[src/rtl/pipe_hazard_ctrl.sv]
// Purpose: hazard/sequencing control for the 5-stage MIPS pipe. It owns the IF/ID and ID/EX
//          stall, bubble and flush decisions, next-PC select, supervisor state, EPC/Cause and
//          the stall/flush event counters.
// Latency: every control output is combinational from the current state and inputs. State and
//          counters update on posedge clk.
// Backpressure: a load-use hazard holds the PC and IF/ID for exactly one cycle and injects a
//          bubble into ID/EX.
// Ports:   ID-stage operands/decode (IDrs, IDrt, IDUsesRt, IDPC, IDJump, IDEret, illop, xadr),
//          EX-stage info (EXRegWriteAddr, EXMemRead, EXBranchTaken), and irq in.
//          Outputs: PCWrite/PCSel, IFIDStall/IFIDFlush/IDEXFlush, IrqAck, InKernel, EPC, Cause,
//          and StallCount/FlushCount.
module pipe_hazard_ctrl #(
  parameter int CNT_W = 16
) (
  input  logic             clk,
  input  logic             reset,
  input  logic [4:0]       IDrs,
  input  logic [4:0]       IDrt,
  input  logic             IDUsesRt,
  input  logic [31:0]      IDPC,
  input  logic             IDJump,
  input  logic             IDEret,
  input  logic             illop,
  input  logic             xadr,
  input  logic [4:0]       EXRegWriteAddr,
  input  logic             EXMemRead,
  input  logic             EXBranchTaken,
  input  logic             irq,
  output logic             PCWrite,
  output logic [2:0]       PCSel,
  output logic             IFIDStall,
  output logic             IFIDFlush,
  output logic             IDEXFlush,
  output logic             IrqAck,
  output logic             InKernel,
  output logic [31:0]      EPC,
  output logic [1:0]       Cause,
  output logic [CNT_W-1:0] StallCount,
  output logic [CNT_W-1:0] FlushCount
);

  typedef enum logic {S_RUN = 1'b0, S_KERNEL = 1'b1} state_t;

  localparam logic [2:0] SEL_PC4  = 3'd0;
  localparam logic [2:0] SEL_BR   = 3'd1;
  localparam logic [2:0] SEL_JMP  = 3'd2;
  localparam logic [2:0] SEL_IRQ  = 3'd3;
  localparam logic [2:0] SEL_EXC  = 3'd4;
  localparam logic [2:0] SEL_EPC  = 3'd5;

  state_t           r_state, w_next_state;
  logic             r_irq_pend;
  logic [31:0]      r_epc,   w_epc_next;
  logic [1:0]       r_cause, w_cause_next;
  logic [CNT_W-1:0] r_stall_cnt, r_flush_cnt;

  logic w_loaduse;
  logic w_stall_evt;
  logic w_irq_take;

  // Register 0 is never a real producer, so a load to $0 cannot create a hazard.
  assign w_loaduse = EXMemRead && (EXRegWriteAddr != 5'd0) &&
                     ((EXRegWriteAddr == IDrs) || (IDUsesRt && (EXRegWriteAddr == IDrt)));

  always_comb begin
    PCWrite      = 1'b1;
    PCSel        = SEL_PC4;
    IFIDStall    = 1'b0;
    IFIDFlush    = 1'b0;
    IDEXFlush    = 1'b0;
    IrqAck       = 1'b0;
    w_stall_evt  = 1'b0;
    w_irq_take   = 1'b0;
    w_next_state = r_state;
    w_epc_next   = r_epc;
    w_cause_next = r_cause;

    if (EXBranchTaken) begin
      // Anything decoded in ID is on the wrong path and gets squashed silently.
      IFIDFlush = 1'b1;
      IDEXFlush = 1'b1;
      PCSel     = SEL_BR;
    end else if (illop || xadr) begin
      IFIDFlush = 1'b1;
      IDEXFlush = 1'b1;
      PCSel     = SEL_EXC;
      // A nested exception inside the handler keeps the original EPC/Cause.
      if (r_state == S_RUN) begin
        w_epc_next   = IDPC;
        w_cause_next = illop ? 2'd2 : 2'd3;
        w_next_state = S_KERNEL;
      end
    end else if (r_irq_pend && (r_state == S_RUN) && (IDPC != 32'd0) && !w_loaduse) begin
      // A bubble in ID has no valid PC to return to, so wait for a real instruction.
      IFIDFlush    = 1'b1;
      IDEXFlush    = 1'b1;
      PCSel        = SEL_IRQ;
      IrqAck       = 1'b1;
      w_irq_take   = 1'b1;
      w_epc_next   = IDPC;
      w_cause_next = 2'd1;
      w_next_state = S_KERNEL;
    end else if (w_loaduse) begin
      PCWrite     = 1'b0;
      IFIDStall   = 1'b1;
      IDEXFlush   = 1'b1;
      w_stall_evt = 1'b1;
    end else if (IDEret && (r_state == S_KERNEL)) begin
      IFIDFlush    = 1'b1;
      PCSel        = SEL_EPC;
      w_cause_next = 2'd0;
      w_next_state = S_RUN;
    end else if (IDJump) begin
      IFIDFlush = 1'b1;
      PCSel     = SEL_JMP;
    end
  end

  always_ff @(posedge clk or negedge reset) begin
    if (!reset) begin
      r_state     <= S_RUN;
      r_irq_pend  <= 1'b0;
      r_epc       <= 32'd0;
      r_cause     <= 2'd0;
      r_stall_cnt <= '0;
      r_flush_cnt <= '0;
    end else begin
      r_state    <= w_next_state;
      // Acknowledging the interrupt retires the request sampled so far.
      r_irq_pend <= w_irq_take ? 1'b0 : (r_irq_pend | irq);
      r_epc      <= w_epc_next;
      r_cause    <= w_cause_next;
      if (w_stall_evt && (r_stall_cnt != '1)) begin
        r_stall_cnt <= r_stall_cnt + 1'b1;
      end
      if (IFIDFlush && (r_flush_cnt != '1)) begin
        r_flush_cnt <= r_flush_cnt + 1'b1;
      end
    end
  end

  assign InKernel   = (r_state == S_KERNEL);
  assign EPC        = r_epc;
  assign Cause      = r_cause;
  assign StallCount = r_stall_cnt;
  assign FlushCount = r_flush_cnt;

endmodule

[config.mk]
export PLATFORM = sky130hd
export DESIGN_NAME = pipe_hazard_ctrl
export DESIGN_NICKNAME = d
export VERILOG_FILES = /design/src/rtl/pipe_hazard_ctrl.sv
export SDC_FILE = /design/constraint.sdc
export NUM_CORES = 1
export LEC_CHECK = 0
export CAP_MARGIN = 20
export CORE_MARGIN = 10
export CORE_UTILIZATION = 44
export CTS_CLUSTER_DIAMETER = 30
export DETAILED_ROUTE_END_ITERATION = 8
export DONT_BUFFER_PORTS = 1
export GPL_TIMING_DRIVEN = 1
export MAX_ROUTING_LAYER = met4
export SLEW_MARGIN = 20
export SYNTH_ARGS = -nofsm -noshare
export SYNTH_HDL_FRONTEND = slang
export SYNTH_SLANG_ARGS = --single-unit
[constraint.sdc]
create_clock -name clk -period 4.6 [get_ports clk]
set_input_delay 0.92 -clock clk [delete_from_list [all_inputs] [get_ports clk]]
set_output_delay 0.92 -clock clk [all_outputs]
set_load 0.01 [all_outputs]
==> flow_summary.toml, run 1 <==
[floorplan]
die_area_sq_um = 11410
placementRows = 31
initial_core_util_pct = 45.50
die_y_microns = 106.8
top_level_ports = 132
placeableCoreArea_sq_um = 7292
die_w_microns = 106.8

[synth]
share_of_synthesized_cell_area_in_and_or_nand_and_nor_gates_pct = 18.82
synthXorXnorAreaFrac_pct = 10.29
synth_area_leaders = "sky130_fd_sc_hd__dfrtp_1, sky130_fd_sc_hd__mux2_2, sky130_fd_sc_hd__xnor2_1, sky130_fd_sc_hd__xor2_1, sky130_fd_sc_hd__nand3_1"
synth_enable_flop_cells = 0
synth_fa_ha_area_share_pct = 0.7541
syn_inst = 293
synth_async_sr_flop_share_pct = 100.0
combinational_family_with_the_most_area_after_synthesis = "simple AND/OR/NAND/NOR gates"
synth-warning-count = 0
synth_largest_area_cell = "sky130_fd_sc_hd__dfrtp_1"
synth_mux_area_share_pct = 12.18
ys_dominant_reg_cell = "sky130_fd_sc_hd__dfrtp_1"
mappedNetlistNets = 352
yosys_register_bits = 68
yosysSeqAreaShare_pct = 51.28
post_synth_num_cell_types = 43
synth_compound_area_share_pct = 3.959
post_synth.cell_area_avg_sq_um = 11.32
synth_largest_type_area_fraction_pct = 51.28
netlist_area_sq_um = 3318

[sta]
setup_tns_ns = 0
rsz0062_at_grt = "false"
layout_worst_path_cycle_share_pct = 72.45
timing.clock.skew_ns = 0.008411
hold_viol_final = 0
clock.fmax_ghz = 0.3001
report.final.slew_viol_count = 0
setup-violations-final = 0
slew_headroom_pct = 50.78
min_period_ns = 3.333
timing_worst_slew_pin_value_ns = 0.7383

[drt]
first_iter_violations = 115
drt-wirelength-per-cell_microns = 20.66
drc = 0
vias = 2267
final_antenna_net_count = 0
drt_pre_antenna_iters = 4
avgViaCountPerCell = 5.710
drt-total-wl_microns = 8201

[clock_network]
clk_root_buffer_cell = "sky130_fd_sc_hd__clkbuf_8"
htree_levels = 3
clock_tree.buffer_depth = 2
cts_repair_resize_count = 0
clkTransAtPathRegs_ns = 0.07
number_of_buffers_added_for_setup_after_cts = 0
clock_tree_from_tritoncts = "built"
cts_hold_buf = 0
worst_skew_pair.late_latency_ns = 0.34
numCtsBuffers = 9
cts_num_sinks = 68

[status]
outcome = "finished, final reports clean"

[final_layout]
fillerInstances = 698
layout.cell_area.non_filler_sq_um = 3591
most_common_library_cell_in_the_layout_ignoring_fill_and_taps = "sky130_fd_sc_hd__dfrtp_1"
register_area_sq_um = 1702
syn_to_final_growth_pct = 8.220
multiInputGateArea_sq_um = 1530
drive_gt1_share_pct = 20.81
num-nets-final = 354
layout.cells.most_common_list = "sky130_fd_sc_hd__dfrtp_1, sky130_fd_sc_hd__mux2_2, sky130_fd_sc_hd__xnor2_1, sky130_fd_sc_hd__nand3_1, sky130_fd_sc_hd__nand2_1"
n_antenna_cell = 0

[power]
peakVddDrop_mv = 0.1842
power_leakage_nw = 1.499
power-per-cell-area_nw_per_um2 = 489.5

[setup_path]
worst-endpoint-arrival_ns = 2.41
worst-path-max-fanout = 17
critical_path.startpoint_type = "input pin"
cp.required_ns = 3.68
critical_path_class = "input pin to primary output"
crit_path_end_kind = "primary output"

[global_routing]
grt_pass1_wl_microns = 12870
globalRouteTotalUtil_pct = 14.49
vias_in_the_first_global_route = 2320
grt_start_max_net_pins = 69
antenna_found_initial = 0
overflow = 0

[place]
detailedPlacementHpwl_microns = 6260
finalWeightedCongestion = 0.7793
io_buffers = 0
place_area_sq_um = 3401

[job]
drv_cap = 0

[worst_hold_path]
worstHoldPathType = "input pin to async pin"
## per-stage QoR
step	hold WS (ns)	power (W)	utilization (%)	cells	setup WS, ns
after detailed placement	0.5292	0.001296	46.64	383	1.240
after CTS	0.2540	0.001788	49.25	397	1.235
after global routing	0.2519	0.001863	49.25	397	1.104
after global placement	0.5251	0.001281	46.64	383	1.247
after floorplan	0.4972	0.001191	-	293	1.316
final	0.2707	0.001758	49.25	397	1.267
## cell type report
cell class | instances | share of cell area (%)
clock buffers | 12 | 4.321
flip-flops and latches | 68 | 47.39
clock inverters | 2 | 0.9756
multi-input cells | 207 | 42.61
repair buffers | 3 | 0.6272
inverters | 6 | 0.6272
well taps | 99 | 3.449
## cell usage after synthesis, drive strengths merged (2+ instances only)
master,number
nand2,17
nor3,14
nand4,14
or2,2
and3,14
nand3,19
xor2,14
inv,6
xnor2,25
o21ai,4
ha,2
nor2,14
and4,3
buf,8
nor4,9
nand2b,2
clkbuf,4
mux2,35
dfrtp,68
## worst max-delay path, stage by stage
cell	delay [ns]
sky130_fd_sc_hd__or4_1	0.53
sky130_fd_sc_hd__o21ai_2	0.19
sky130_fd_sc_hd__inv_2	0.05
sky130_fd_sc_hd__and3_1	0.41
sky130_fd_sc_hd__nor2_1	0.31
## kinds of logic after synthesis
group | count (synthesis)
multiplexers | 36
buffers and inverters | 18
AND/OR/NAND/NOR | 113
adder cells (fa/ha/maj) | 2
AO/OA/AOI/OAI | 17
XOR/XNOR | 39
flip-flops | 68
## metal layers
layer  vias to the layer above  track usage [%]  share of wire [%]
met3                        11            5.808                9.6
met2                        78            22.65                 49
li1                       1048                -                  -
met1                      1130            16.04                 39
met5                         -                -                  0
met4                         0            6.383                1.5
## registers in the layout, summed over array words and instances (netlist names)
register,flops
EPC,32
r_irq_pend,1
InKernel,1
Cause,2
FlushCount,16
StallCount,16
## power by group
group,switching [W],internal (W),leakage (nW),total [W]
sequential,0.000251,0.000761,0.821,0.00101
clock,0.000212,0.000274,0.0983,0.000485
combinational,0.000108,0.000152,0.580,0.000261
total,0.000571,0.00119,1.50,0.00176
## path summary, 6_finish.rpt
kind | from | end | slack, ns | cells past startpoint
worst min-delay path | reset | EPC[13] | 0.27 | 0
max in group asynchronous | reset | StallCount[6] | 4.21 | 0
worst max-delay path | EXRegWriteAddr[1] | IFIDFlush | 1.27 | 5
worst min register to register | r_irq_pend | r_irq_pend | 0.56 | 2
worst max register to register | StallCount[6] | StallCount[1] | 2.24 | 6
min in group clk | r_irq_pend | r_irq_pend | 0.56 | 2
Power figures use the tool's default switching activity.
==> inputs of run 2 (changes only) <==
==> constraint.sdc (replaced) <==
create_clock -name clk -period 3.1 [get_ports clk]
set_input_delay 0.62 -clock clk [delete_from_list [all_inputs] [get_ports clk]]
set_output_delay 0.62 -clock clk [all_outputs]
set_load 0.01 [all_outputs]
==> flow_summary.toml, run 2 (same netlist as run 1, synthesis figures left out) <==
[setup_path]
crit_path_end_kind = "primary output"
worst-path-max-fanout = 3
worst-endpoint-arrival_ns = 1.99
critical_path.startpoint_type = "input pin"
cp.required_ns = 2.48
worst-r2r-setup-slack_ns = 0.76
critical_path_class = "input pin to primary output"

[drt]
drt-total-wl_microns = 8492
drt-wirelength-per-cell_microns = 21.07
final_antenna_net_count = 0
first_iter_violations = 72
drc = 0
vias = 2242
drt_pre_antenna_iters = 4
avgViaCountPerCell = 5.563

[worst_hold_path]
worstHoldPathType = "input pin to async pin"

[floorplan]
placementRows = 31
top_level_ports = 132
die_w_microns = 106.8
die_area_sq_um = 11410
die_y_microns = 106.8
initial_core_util_pct = 45.50
placeableCoreArea_sq_um = 7292

[clock_network]
clock_tree_from_tritoncts = "built"
htree_levels = 3
cts_repair_resize_count = 0
worst_skew_pair.late_latency_ns = 0.34
clkTransAtPathRegs_ns = 0.08
clk_root_buffer_cell = "sky130_fd_sc_hd__clkbuf_8"
numCtsBuffers = 9
clock_tree.buffer_depth = 2
cts_num_sinks = 68

[sta]
clock.fmax_ghz = 0.3837
rsz0062_at_grt = "false"
layout_worst_path_cycle_share_pct = 84.08
hold_viol_final = 0
slew_headroom_pct = 67.75
min_period_ns = 2.606
report.final.slew_viol_count = 0
setup_tns_ns = 0
setup-violations-final = 0
fin_ws_ns = 0.4936
timing.clock.skew_ns = 0.006337
timing_worst_slew_pin_value_ns = 0.4823

[power]
power_leakage_nw = 1.554
power-per-cell-area_nw_per_um2 = 764.0
peakVddDrop_mv = 0.3093

[final_layout]
number_of_flip_flops_under_the_largest_register_name = 32
drive_gt1_share_pct = 22.70
num-nets-final = 358
most_common_library_cell_in_the_layout_ignoring_fill_and_taps = "sky130_fd_sc_hd__dfrtp_1"
n_antenna_cell = 0
syn_to_final_growth_pct = 11.84
layout.cells.most_common_list = "sky130_fd_sc_hd__dfrtp_1, sky130_fd_sc_hd__mux2_2, sky130_fd_sc_hd__xnor2_1, sky130_fd_sc_hd__nand3_1, sky130_fd_sc_hd__nand2_1"

[global_routing]
vias_in_the_first_global_route = 2403
grtUsageMet1_pct = 16.64
grt_start_max_net_pins = 69
antenna_found_initial = 0
globalRoute.busiestLayer = "met2"
overflow = 0
grt_pass1_wl_microns = 13450
met2_usage_pct = 23.79
groute.layer.met3.usage_pct = 7.066
globalRouteTotalUtil_pct = 15.24

[place]
detailedPlacementHpwl_microns = 6404
finalWeightedCongestion = 0.7823
pre_cts_setup_slack_ns = 0.4962
io_buffers = 0

[job]
drv_cap = 0

[status]
outcome = "finished, final reports clean"
## run 2: cell count changes in the layout (fill, tap and decap cells not counted), sizes merged
cell,delta
clkinv,+1
buf,+4
clkbuf,-3
bufinv,+2
inv,+1
clkinvlp,+1
## run 2: layer usage
| metal | vias up | part of all wire, % |
|---|---|---|
| li1 | 1056 | - |
| met1 | 1088 | 39 |
| met2 | 86 | 49 |
| met3 | 12 | 9.9 |
| met4 | 0 | 1.8 |
| met5 | - | 0 |
## run 2: timing repair
action	in CTS	in global routing
hold buffers	1	0
hold endpoints to repair	68	0
setup buffers	0	0
## run 2: final timing paths
check	endpoint	cells after the start	startpoint
min	EPC[13]	1	reset
min reg2reg	r_irq_pend	2	r_irq_pend
min in group clk	r_irq_pend	2	irq
max reg2reg	FlushCount[1]	6	FlushCount[0]
max	PCSel[0]	5	IDPC[5]
max in group asynchronous	StallCount[9]	1	reset
## run 2: final cells by class
| cell class | instances | area, sq um |
|---|---|---|
| well taps | 99 | 123.9 |
| inverters | 6 | 22.52 |
| clock buffers | 9 | 123.9 |
| fillers | 667 | 3581 |
| flip-flops and latches | 68 | 1702 |
| repair buffers | 7 | 85.08 |
| multi-input cells | 207 | 1530 |
| clock inverters | 7 | 123.9 |
## run 2: through the flow
step	total power [W]	area (sq um)	util, %	instances	hold slack (ns)
after floorplan	0.001767	3318	-	293	0.3244
after global placement	0.001905	3436	47.12	386	0.3271
after detailed placement	0.001937	3436	47.12	386	0.3269
after CTS	0.002867	3711	50.89	403	0.1534
after global routing	0.002986	3711	50.89	403	0.1520
final	0.002835	3711	50.89	403	0.1438
## run 2: critical path, stage by stage
cell and delay, ns:
sky130_fd_sc_hd__nor4_1 0.38, sky130_fd_sc_hd__nand4_1 0.28, sky130_fd_sc_hd__o211ai_2 0.27, sky130_fd_sc_hd__a211oi_1 0.11, sky130_fd_sc_hd__or2_2 0.33
## run 2: power by group
| part | switching (W) | leakage [nW] | internal [W] |
|---|---|---|---|
| logic | 0.000180 | 0.613 | 0.000232 |
| registers | 0.000383 | 0.821 | 0.00113 |
| clock network | 0.000373 | 0.120 | 0.000540 |
| total | 0.000935 | 1.55 | 0.00190 |
==> variant: new RTL, config.mk and constraints of run 2 <==
Register the output `FlushCount` once more, without a reset; this adds one clock of latency there. The other outputs are not delayed to match.
--- a/src/rtl/pipe_hazard_ctrl.sv
+++ b/src/rtl/pipe_hazard_ctrl.sv
@@ -143,7 +143,9 @@
   assign EPC        = r_epc;
   assign Cause      = r_cause;
   assign StallCount = r_stall_cnt;
-  assign FlushCount = r_flush_cnt;
+  always_ff @(posedge clk) begin
+    FlushCount <= r_flush_cnt;
+  end
 
 endmodule
 
Function: changed (a bounded check fails within 4 cycles, from zero or initial values and one cycle with reset low).
==> variant against run 2 <==
Highest routed layer unchanged; critical path type unchanged; clock skew grew 2.8 ps; setup slack got worse by 140 ps; sequential cell count is 16 higher; power grew 20%; global-route usage is 1.6 points lower; design area is 7.6% higher; sequential share of layout area up 4.8 points; combinational power up 47%; sequential power grew 32%; area after synthesis grew 10%; wire length is 0.68% higher.
==> variant: results (changes against run 2) <==
stage	metric	value	unit	change
timing	Fin Clk Skew	9.13	ps	+2.80 ps
cells_and_area	Filler cells	770		+15%
timing	headroom to the max-slew limit	65.9	%	-1.9 points
critical_path	R2R Path End	r_flush_cnt[5]$_DFFE_PN0P_		
grt	via count of the first global-routing pass	2450		+2.0%
outcome	result of the run	finished, final reports clean		
grt	first-pass GRT wire length	13600	um	+0.82%
synth	Synth cell types	44		+2.3%
synth	Syn Inst Count	302		+3.1%
placement	weighted congestion reported at the end of routability-driven placement	0.781		-0.13%
critical_path	crit path from	EXRegWriteAddr[1]		
detailed_routing	DRC marker count from the first detailed-route iteration	79		+9.7%
synth	Net Count, Synth	361		+2.6%
critical_path	maximum fanout along the worst path	5		+2
synth	top area cells in the synthesized netlist	dfrtp_1, mux2_2, dfxtp_1		
synth	most frequent cells after synthesis	dfrtp_1, mux2_2, xnor2_1		
floorplan	Die ar.	12400	sq um	+8.4%
placement	# placed instances	402		+4.1%
critical_path	Worst Reg-to-Reg Cells	7		+1
grt	Overall Global Routing Usage	13.7	%	-1.6 points
placement	detailed placement HPWL	6450	um	+0.68%
detailed_routing	Avg WL per Cell	20.4	um	-3.2%
critical_path	flop-to-flop setup slack	970	ps	+210 ps
detailed_routing	Vias per Instance	5.58		+0.21%
pwr	worst IR drop on VDD	384	uV	+24%
critical_path	startpoint of the lowest-slack register-to-register path	r_flush_cnt[0]$_DFFE_PN0P_		
cells_and_area	total number of nets in the final design	368		+2.8%
synth	post-synthesis async set-or-reset flop share	81.0	%	-19 points
==> variant: changes by cell type in the layout (fill, tap and decap cells not counted), sizes merged, moves of 3 or more <==
cell    delta
dfxtp     +16
nand4      -6
nor4       +6
xnor2      -5
xor2       +5
and3       -4
or3        +4
a21oi      +3
clkbuf     +3
nor3       -3
==> variant: how the worst min path moves through the flow <==
stage	startpoint	end	slack [ps]	cells after the start
after CTS	reset	EPC[4]$_DFFE_PN0P_	150	1
after global routing	reset	EPC[12]$_DFFE_PN0P_	150	1
after floorplan	reset	Cause[0]$_DFFE_PN0P_	320	0
after global placement	reset	EPC[5]$_DFFE_PN0P_	330	0
final	reset	EPC[8]$_DFFE_PN0P_	150	1
after detailed placement	reset	EPC[4]$_DFFE_PN0P_	330	0
==> variant: cell families (layout without fill, tap and decap cells) <==
| family | count (synthesis) | after routing | synth area share, % |
|---|---|---|---|
| simple gates | 110 | 110 | 17.9 |
| flops | 84 | 84 | 55.2 |
| xor+xnor | 39 | 39 | 9.33 |
| mux | 36 | 36 | 11.1 |
| compound gates | 16 | 16 | 2.84 |
| buf+inv | 15 | 27 | 2.94 |
| fa+ha+maj | 2 | 2 | 0.683 |
==> variant: power groups by stage <==
stage	logic [W]	registers (W)	clock network, W
finish	0.000607	0.00200	0.000788
floorplan	0.000521	0.00189	0
CTS	0.000618	0.00202	0.000819
detailed placement	0.000593	0.00204	0
global placement	0.000568	0.00203	0
global route	0.000672	0.00206	0.000866
==> variant: metal layers <==
layer  wire, um  GRT usage [%]
met1       3530           15.4
met2       4010           21.1
met3        945           6.71
met4         70           3.94
met5          0              -
==> variant: area by class of cell <==
class | count | area (sq um) | area share (%)
Inverter | 6 | 27.5 | 0.689
Timing Repair Buffer | 5 | 70.1 | 1.75
Multi-Input combinational cell | 203 | 1540 | 38.5
Tap cell | 105 | 131 | 3.29
Clock inverter | 4 | 47.5 | 1.19
Sequential cell | 84 | 2020 | 50.6
Clock buffer | 12 | 156 | 3.92
==> variant: per-stage QoR <==
step	util (%)	total power, W	area [sq um]
6_report	48.8	0.00339	3990
3_5_place_dp	46.0	0.00263	3760
2_1_floorplan	-	0.00241	3660
3_3_place_gp	46.0	0.00259	3760
4_1_cts	48.8	0.00345	3990
5_1_grt	48.8	0.00360	3990
==> variant: critical path: stages <==
cell and delay, ps:
or4_4 510, o21ai_2 160, inv_1 90, and2_1 190, or2_2 330, nor2_1 220
==> variant: timing repair <==
item	in CTS	in global routing
endpoints found under the hold margin	68	0
setup buffers	0	0
hold buffers	1	0
